<file path="config.mk">
export PLATFORM = sky130hd
export DESIGN_NAME = fp_operand_fifo
export DESIGN_NICKNAME = d
export VERILOG_FILES = /design/src/rtl/fp_operand_fifo.sv
export SDC_FILE = /design/constraint.sdc
export NUM_CORES = 1
export LEC_CHECK = 0
export CELL_PAD_IN_SITES_DETAIL_PLACEMENT = 1
export CELL_PAD_IN_SITES_GLOBAL_PLACEMENT = 1
export CORE_ASPECT_RATIO = 1.5
export CORE_MARGIN = 3
export CORE_UTILIZATION = 35
export CTS_CLUSTER_DIAMETER = 150
export DETAILED_ROUTE_END_ITERATION = 8
export PLACE_DENSITY = 0.68
export SYNTH_ARGS = -nofsm -noshare
export SYNTH_HDL_FRONTEND = slang
export SYNTH_SLANG_ARGS = --single-unit
</file>
<file path="constraint.sdc">
create_clock -name clk -period 2.3 [get_ports clk]
set_clock_uncertainty 0.1 [all_clocks]
set_input_delay 0.46 -clock clk [delete_from_list [all_inputs] [get_ports clk]]
set_output_delay 0.46 -clock clk [all_outputs]
set_load 0.01 [all_outputs]
</file>
<file path="src/rtl/fp_operand_fifo.sv">
// Buffered FIFO for floating-point operands with head-entry field split and optional classification.
// Define FP_CLASSIFY_EN to build the out_is_* classification logic; otherwise those flags are tied to 0.
module fp_operand_fifo #(
    parameter int unsigned EXP_W = 8,
    parameter int unsigned MAN_W = 23,
    parameter int unsigned DEPTH = 4,
    localparam int unsigned W    = 1 + EXP_W + MAN_W,
    localparam int unsigned CW   = $clog2(DEPTH + 1)
) (
    input  logic             clk,
    input  logic             reset,
    input  logic             flush,
    input  logic             in_valid,
    output logic             in_ready,
    input  logic [W-1:0]     in_data,
    output logic             out_valid,
    input  logic             out_ready,
    output logic             out_sign,
    output logic [EXP_W-1:0] out_exponent,
    output logic [MAN_W-1:0] out_mantissa,
    output logic             out_is_zero,
    output logic             out_is_inf,
    output logic             out_is_nan,
    output logic             out_is_denorm,
    output logic [CW-1:0]    count
);

    localparam int unsigned PW = $clog2(DEPTH);

    logic [W-1:0]  mem [DEPTH];
    logic [PW-1:0] wr_ptr;
    logic [PW-1:0] rd_ptr;
    logic          push;
    logic          pop;
    logic [W-1:0]  head;

    assign in_ready  = (count != CW'(DEPTH));
    assign out_valid = (count != CW'(0));
    assign push      = in_valid && in_ready;
    assign pop       = out_valid && out_ready;

    // Pointers and occupancy; flush wins over any handshake in the same cycle.
    always_ff @(posedge clk or posedge reset) begin
        if (reset) begin
            wr_ptr <= PW'(0);
            rd_ptr <= PW'(0);
            count  <= CW'(0);
        end else if (flush) begin
            wr_ptr <= PW'(0);
            rd_ptr <= PW'(0);
            count  <= CW'(0);
        end else begin
            if (push) wr_ptr <= wr_ptr + PW'(1);
            if (pop)  rd_ptr <= rd_ptr + PW'(1);
            case ({push, pop})
                2'b10:   count <= count + CW'(1);
                2'b01:   count <= count - CW'(1);
                default: count <= count;
            endcase
        end
    end

    // Storage is deliberately unreset; only valid entries are ever presented.
    always_ff @(posedge clk) begin
        if (push && !flush) mem[wr_ptr] <= in_data;
    end

    assign head = mem[rd_ptr];

    always_comb begin
        out_sign     = 1'b0;
        out_exponent = '0;
        out_mantissa = '0;
        if (out_valid) begin
            out_sign     = head[W-1];
            out_exponent = head[W-2:MAN_W];
            out_mantissa = head[MAN_W-1:0];
        end
    end

`ifdef FP_CLASSIFY_EN
    logic exp_zero;
    logic exp_ones;
    logic man_zero;

    assign exp_zero = (out_exponent == '0);
    assign exp_ones = &out_exponent;
    assign man_zero = (out_mantissa == '0);

    // Fields are already zeroed when empty, so gate flags on out_valid to keep them low too.
    always_comb begin
        out_is_zero   = 1'b0;
        out_is_denorm = 1'b0;
        out_is_inf    = 1'b0;
        out_is_nan    = 1'b0;
        if (out_valid) begin
            out_is_zero   = exp_zero && man_zero;
            out_is_denorm = exp_zero && !man_zero;
            out_is_inf    = exp_ones && man_zero;
            out_is_nan    = exp_ones && !man_zero;
        end
    end
`else
    assign out_is_zero   = 1'b0;
    assign out_is_inf    = 1'b0;
    assign out_is_nan    = 1'b0;
    assign out_is_denorm = 1'b0;
`endif

endmodule

</file>
==> qor.yml, run 1 <==
floorplan:
  initial_utilization_pct: 35.88
  dieArea_um2: 17150
  die_w_um: 107.9
  core-area_um2: 15210
  dieHeight_um: 158.9
  placementRows: 55
  io_pins: 78
critical_path:
  cp-start-kind: "flip-flop"
  cp_max_fo: 8
  arrival_ns: 1.90
  path_common_cell: "buf_12"
  crit_buf_inv: 3
  critPathKind: "flip-flop to primary output"
  path_cells: "buf_12 -> buf_12 -> mux4_2 -> and2_4 -> buf_6"
  crit_slowest_cell: "mux4_2"
  crit_family: "multiplexers"
  critical_path.max_stage_delay_ns: 0.51
  endpoint_kind: "primary output"
  worstPathRequired_ns: 1.74
hold_path:
  hold_path.class: "input pin to async pin"
run:
  max-cap-violations: 0
detailed_routing:
  vias: 2793
  viasPerCell: 4.742
  drt.antenna.violating_nets: 0
  drt_iter0_drc: 127
  routed_wl_um: 11190
  wl_per_cell_um: 18.99
  drc: 0
  dr.pass1.iters: 5
logic_synthesis:
  synthTopCellsByCount: "edfxtp_1 (128), and2_1 (36), mux4_2 (28)"
  synth_mux_area_share_pct: 13.69
  postSynth.asyncResetShare_pct: 5.185
  syn_area_per_cell_um2: 19.99
  yosysMostFrequentCell: "edfxtp_1"
  synth_simple_gate_area_share_pct: 6.696
  yosys.area.top_type: "edfxtp_1"
  synth_edf_count: 128
  synth_area_leaders: "edfxtp_1 (70%), mux4_2 (12%), and2_1 (4.1%), dfrtp_1 (3.2%), mux4_1 (1.9%)"
  synthAdderAreaFrac_pct: 1.284
  ys_seq_elements: 135
  synth_compound_area_share_pct: 0.9860
  netlist_area_um2: 5456
  synthFlopType: "edfxtp_1"
  ys_seq_area_share_pct: 73.65
  netlist.area_leader.share_pct: 70.44
  synth-warning-count: 0
  synth_top_family_by_area: "multiplexers"
  synth_xor_area_share_pct: 0.6421
  synth_cells: 273
  ys_types: 33
placement:
  dp_slack_ns: -0.1807
  port_buffers: 73
  dp_hpwl_um: 7241
  gp_congestion: 0.7245
  place_area_um2: 6611
pwr:
  combPwrFrac_pct: 21.2
  internal-power_uw: 5102
  switching_share_pct: 24.53
  peakVddDrop_mv: 0.4359
  total_power_uw: 6760
  p_clk_share_pct: 36.9
  seqPwrFrac_pct: 42.0
  p_sw_uw: 1658
  power.leakage_uw: 0.002492
  p_per_area_nw_per_um2: 931.4
timing:
  clock.fmax_mhz: 406.8
  rsz0062_at_grt: "yes"
  hold_viol: 0
  finalMaxSlewViolations: 0
  fin_tns_setup_ns: -3.222
  fin_crit_sh_pct: 106.9
  setup_violations: 32
  fin_ws_ns: -0.1585
  min_period_ns: 2.459
cts:
  htree_levels: 4
  clockRootBuffer: "clkbuf_16"
  numCtsBuffers: 17
  clock_sinks: 135
  cts_buffer_depth: 2
  cts.clk_slew.worst_paths_ns: 0.06
  clk_latency_ns: 0.41
  cts_tree: "done"
run_status:
  status: "finished with violations"
  violations: "setup timing"
cells_and_area:
  antenna_cells: 0
  final_util_pct: 47.73
  area_growth_syn_to_layout_pct: 33.02
  final_cell_area_um2: 7258
  nets: 419
  drive_above_1_share_pct: 40.00
global_routing:
  antenna_found_initial: 0
  track_usage_pct: 14.37
  grt_overflow_total: 0
  grt_pass1_wl_um: 18300
  first_global_vias: 3240
  grt_max_degree: 25
## power by group through the flow
| stage | combinational, uW | sequential, uW | clock, uW |
|---|---|---|---|
| global route | 1570 | 2850 | 2670 |
| finish | 1430 | 2840 | 2490 |
| floorplan | 689 | 2890 | 0 |
| detailed placement | 1310 | 2890 | 0 |
| CTS | 1490 | 2840 | 2550 |
| global placement | 1290 | 2880 | 0 |
## metrics by stage
| stage | hold slack (ns) | std cells |
|---|---|---|
| after floorplan | 0.1634 | 276 |
| after global placement | 0.4589 | 550 |
| after detailed placement | 0.4730 | 550 |
| after CTS | 0.2078 | 591 |
| after global routing | 0.2426 | 589 |
| final | 0.2142 | 589 |
## sequential cells by signal (all words and copies together), names as in the netlist
signal,count
count,3
mem,128
rd_ptr,2
wr_ptr,2
## worst paths after layout
check	start	endpoint	slack (ns)	depth (start not counted)
worst max-delay path	rd_ptr[0]	out_mantissa[3]	-0.16	5
worst min-delay path	reset	wr_ptr[1]	0.21	2
worst max register to register	count[1]	count[1]	0.18	7
worst min register to register	wr_ptr[1]	wr_ptr[1]	0.47	2
max in group asynchronous	reset	rd_ptr[1]	1.64	2
min in group clk	wr_ptr[1]	wr_ptr[1]	0.47	2
## cell type report
type                       count  area [um2]
timing repair buffer         101        1080
clock buffer                  17       425.4
inverter                       3       11.26
tap                          199       249.0
clock inverter                15       130.1
sequential                   135        4021
multi-input combinational    119        1341
fill                        1418        7950
## worst register-to-register path: cells and delay by family (launching register included)
family	cells	cell delay, ns
AOI/OAI and AO/OA	2	0.16
DFF	1	0.37
buffers and inverters	1	0.17
and+or+nand+nor	3	0.69
adders and majority gates	1	0.55
## cells in the final DEF (no fill, tap or decap), types with 3 or more instances in the layout
master           count
buf_4               11
inv_1                3
ha_1                 4
conb_1               4
nand2_1              3
mux4_2              32
a21oi_1              3
nand2_2              3
clkbuf_16           17
edfxtp_1           128
buf_12              13
clkinvlp_4           6
and2_4              20
and2_1              12
nand3_1              4
and2_2               4
clkdlybuf4s50_1     39
buf_6               22
dfrtp_1              5
o21ai_0              3
buf_2               13
nor2_1               9
## logic make-up (layout without fill, tap and decap cells)
family | Yosys count | in the layout
flops | 135 | 135
simple gates | 64 | 64
mux | 33 | 33
buf+inv | 22 | 136
compound gates | 9 | 9
fa+ha+maj | 5 | 5
xor+xnor | 4 | 4
other cells | 1 | 4
## metal layers
metal	vias up	GRT usage, %	share of wire, %
met2	60	25.28	56
met1	1451	16.23	39
met4	0	5.514	1.2
met5	-	0	0
met3	8	4.189	3.9
li1	1274	-	-
## repair_timing
action / CTS / global route
cloned: 2 / 0
pin swaps: 18 / 3
buffers inserted: 7 / 1
gates resized for setup: 173 / 13
endpoints found under the setup margin: 34 / 36
hold buffers: 0 / 0
hold endpoints to repair: 0 / 0
Note: power is estimated with default switching activity, not from simulation.
==> run 2, diff against run 1 <==
--- a/config.mk
+++ b/config.mk
@@ -5,14 +5,16 @@
 export SDC_FILE = /design/constraint.sdc
 export NUM_CORES = 1
 export LEC_CHECK = 0
+export CAP_MARGIN = 10
 export CELL_PAD_IN_SITES_DETAIL_PLACEMENT = 1
 export CELL_PAD_IN_SITES_GLOBAL_PLACEMENT = 1
 export CORE_ASPECT_RATIO = 1.5
 export CORE_MARGIN = 3
 export CORE_UTILIZATION = 35
 export CTS_CLUSTER_DIAMETER = 150
+export CTS_CLUSTER_SIZE = 16
 export DETAILED_ROUTE_END_ITERATION = 8
-export PLACE_DENSITY = 0.68
+export PLACE_DENSITY = 0.71
 export SYNTH_ARGS = -nofsm -noshare
 export SYNTH_HDL_FRONTEND = slang
 export SYNTH_SLANG_ARGS = --single-unit
==> constraint.sdc (replaced) <==
create_clock -name clk -period 2.15 [get_ports clk]
set_clock_uncertainty 0.1 [all_clocks]
set_input_delay 0.43 -clock clk [delete_from_list [all_inputs] [get_ports clk]]
set_output_delay 0.43 -clock clk [all_outputs]
set_load 0.01 [all_outputs]
==> run 2 against run 1 <==
Against the previous run: the run still ends with setup timing left; final cell count grew 1.0%; hold slack lost 0.038 ns; setup slack lost 0.098 ns; design area grew 3.7%; clock power grew 22%; sequential power grew 7%; sequential share of layout area shrank 2.0 points; core utilization grew 1.8 points; combinational power grew 26%; global-route usage grew 0.13 points; non-clock buffer count grew 6; count of clock-buffer cells in the layout grew 1; largest cell class unchanged; highest routed layer unchanged.
==> qor.yml, run 2 (same netlist as run 1, synthesis figures left out) <==
run_status:
  status: "finished with violations"
  violations: "setup timing"
timing:
  timing.hold.ws_ns: 0.1764
  clock.fmax_mhz: 415.5
  rsz0062_at_grt: "yes"
  setup_violations: 33
  fin_ws_ns: -0.2568
  finalMaxSlewViolations: 0
  min_period_ns: 2.407
  hold_viol: 0
  fin_crit_sh_pct: 111.9
  fin_tns_setup_ns: -6.816
detailed_routing:
  wl_per_cell_um: 20.17
  viasPerCell: 4.825
  drc: 0
  dr.pass1.iters: 4
  routed_wl_um: 12000
  drt.antenna.violating_nets: 0
  vias: 2871
  drt_iter0_drc: 143
cts:
  clock_sinks: 135
  cts.clk_slew.worst_paths_ns: 0.06
  cts_tree: "done"
  clockRootBuffer: "clkbuf_16"
  clk_latency_ns: 0.41
  numCtsBuffers: 17
  htree_levels: 4
  cts_hold_buf: 0
  cts_buffer_depth: 2
pwr:
  power.leakage_uw: 0.002624
  p_per_area_nw_per_um2: 1046
  total_power_uw: 7868
  peakVddDrop_mv: 0.4398
cells_and_area:
  drive_above_1_share_pct: 44.44
  final_common_cell: "edfxtp_1"
  nets: 425
  largestRegisters: "mem x128, count x3"
  area_growth_syn_to_layout_pct: 37.90
  fillers: 1398
  largest_reg_flops: 128
  stdcell_count: 595
  final_cell_mix: "edfxtp_1 (128), clkdlybuf4s50_1 (38), mux4_2 (32)"
  largest_register: "mem"
  antenna_cells: 0
critical_path:
  crit_buf_inv: 3
  worstPathRequired_ns: 1.62
  cp_max_fo: 8
  path_cells: "buf_12 -> buf_12 -> mux4_2 -> and2_4 -> buf_6"
  r2r_start: "count[0]"
  cp-start-kind: "flip-flop"
  crit_slowest_cell: "mux4_2"
  endpoint_kind: "primary output"
  critical_path.max_stage_delay_ns: 0.51
  path_common_cell: "buf_12"
  arrival_ns: 1.88
  r2r_setup_slack_ns: 0.05
  critPathCapture: "out_mantissa[5]"
  timing.rr.end: "count[1]"
  crit_start: "rd_ptr[0]"
  r2r_cells: 7
  critPathKind: "flip-flop to primary output"
  crit_family: "multiplexers"
  cp.depth: 5
run:
  max-cap-violations: 0
global_routing:
  grt_pass1_wl_um: 18370
  grt_max_degree: 36
  track_usage_pct: 14.50
  first_global_vias: 3240
  grt_overflow_total: 0
  antenna_found_initial: 0
placement:
  gp_congestion: 0.7253
  place_inst: 552
  dp_slack_ns: -0.2116
  port_buffers: 73
  dp_hpwl_um: 7279
floorplan:
  die_w_um: 107.9
  core-area_um2: 15210
  initial_utilization_pct: 35.88
  placementRows: 55
  dieHeight_um: 158.9
  dieArea_um2: 17150
  io_pins: 78
hold_path:
  hold_path.class: "input pin to async pin"
-- run 2: cell types whose count changed in the layout (fill, tap and decap cells not counted), sizes merged, moves of 2 or more --
cell and delta:
bufinv +3, clkbuf +2, buf +7, clkinv -3, inv +2, clkinvlp -3
-- run 2: worst register-to-register path, stage by stage (launching register included) --
cell,delay [ns]
dfrtp_1,0.38
or3_4,0.45
buf_12,0.18
nand2_4,0.06
a21oi_2,0.04
fa_2,0.56
a41oi_2,0.11
nor3_1,0.13
-- run 2: how the worst min path moves through the flow --
stage	slack, ns	end
finish	0.18	count[0]
global route	0.19	count[0]
CTS	0.17	count[1]
detailed placement	0.49	wr_ptr[1]
global placement	0.46	wr_ptr[1]
floorplan	0.13	count[0]
-- run 2: per-layer routing --
layer / GRT usage (%) / vias up / part of all wire [%]
met5: 0 / - / 0
met4: 5.744 / 0 / 2.1
met3: 3.823 / 16 / 3.7
met2: 25.82 / 67 / 57
met1: 16.25 / 1502 / 37
li1: - / 1286 / -
-- run 2: metrics by stage --
stage | utilization (%) | cell area [um2]
final | 49.48 | 7525
after CTS | 48.55 | 7383
after detailed placement | 43.65 | 6639
after global placement | 43.65 | 6639
after global routing | 49.48 | 7525
after floorplan | - | 5473
-- run 2: where the power goes --
group	switching, uW	leakage, uW	internal [uW]
logic	753	0.00107	1050
registers	37.3	0.00125	3000
clock network	1080	0.000298	1950
-- run 2: layout make-up --
class	count	area (um2)	share of cell area, %
clock buffers	18	429.2	5.703
clock inverters	14	196.4	2.611
inverters	3	11.26	0.1497
multi-input cells	119	1386	18.42
flip-flops and latches	135	4021	53.44
well taps	199	249.0	3.309
repair buffers	107	1231	16.36
-- run 2: repair_timing --
item | in CTS | in global routing
setup endpoints to repair | 36 | 34
pin swaps | 20 | 20
setup buffers | 6 | 4
cloned | 2 | 2
resized for setup | 186 | 32
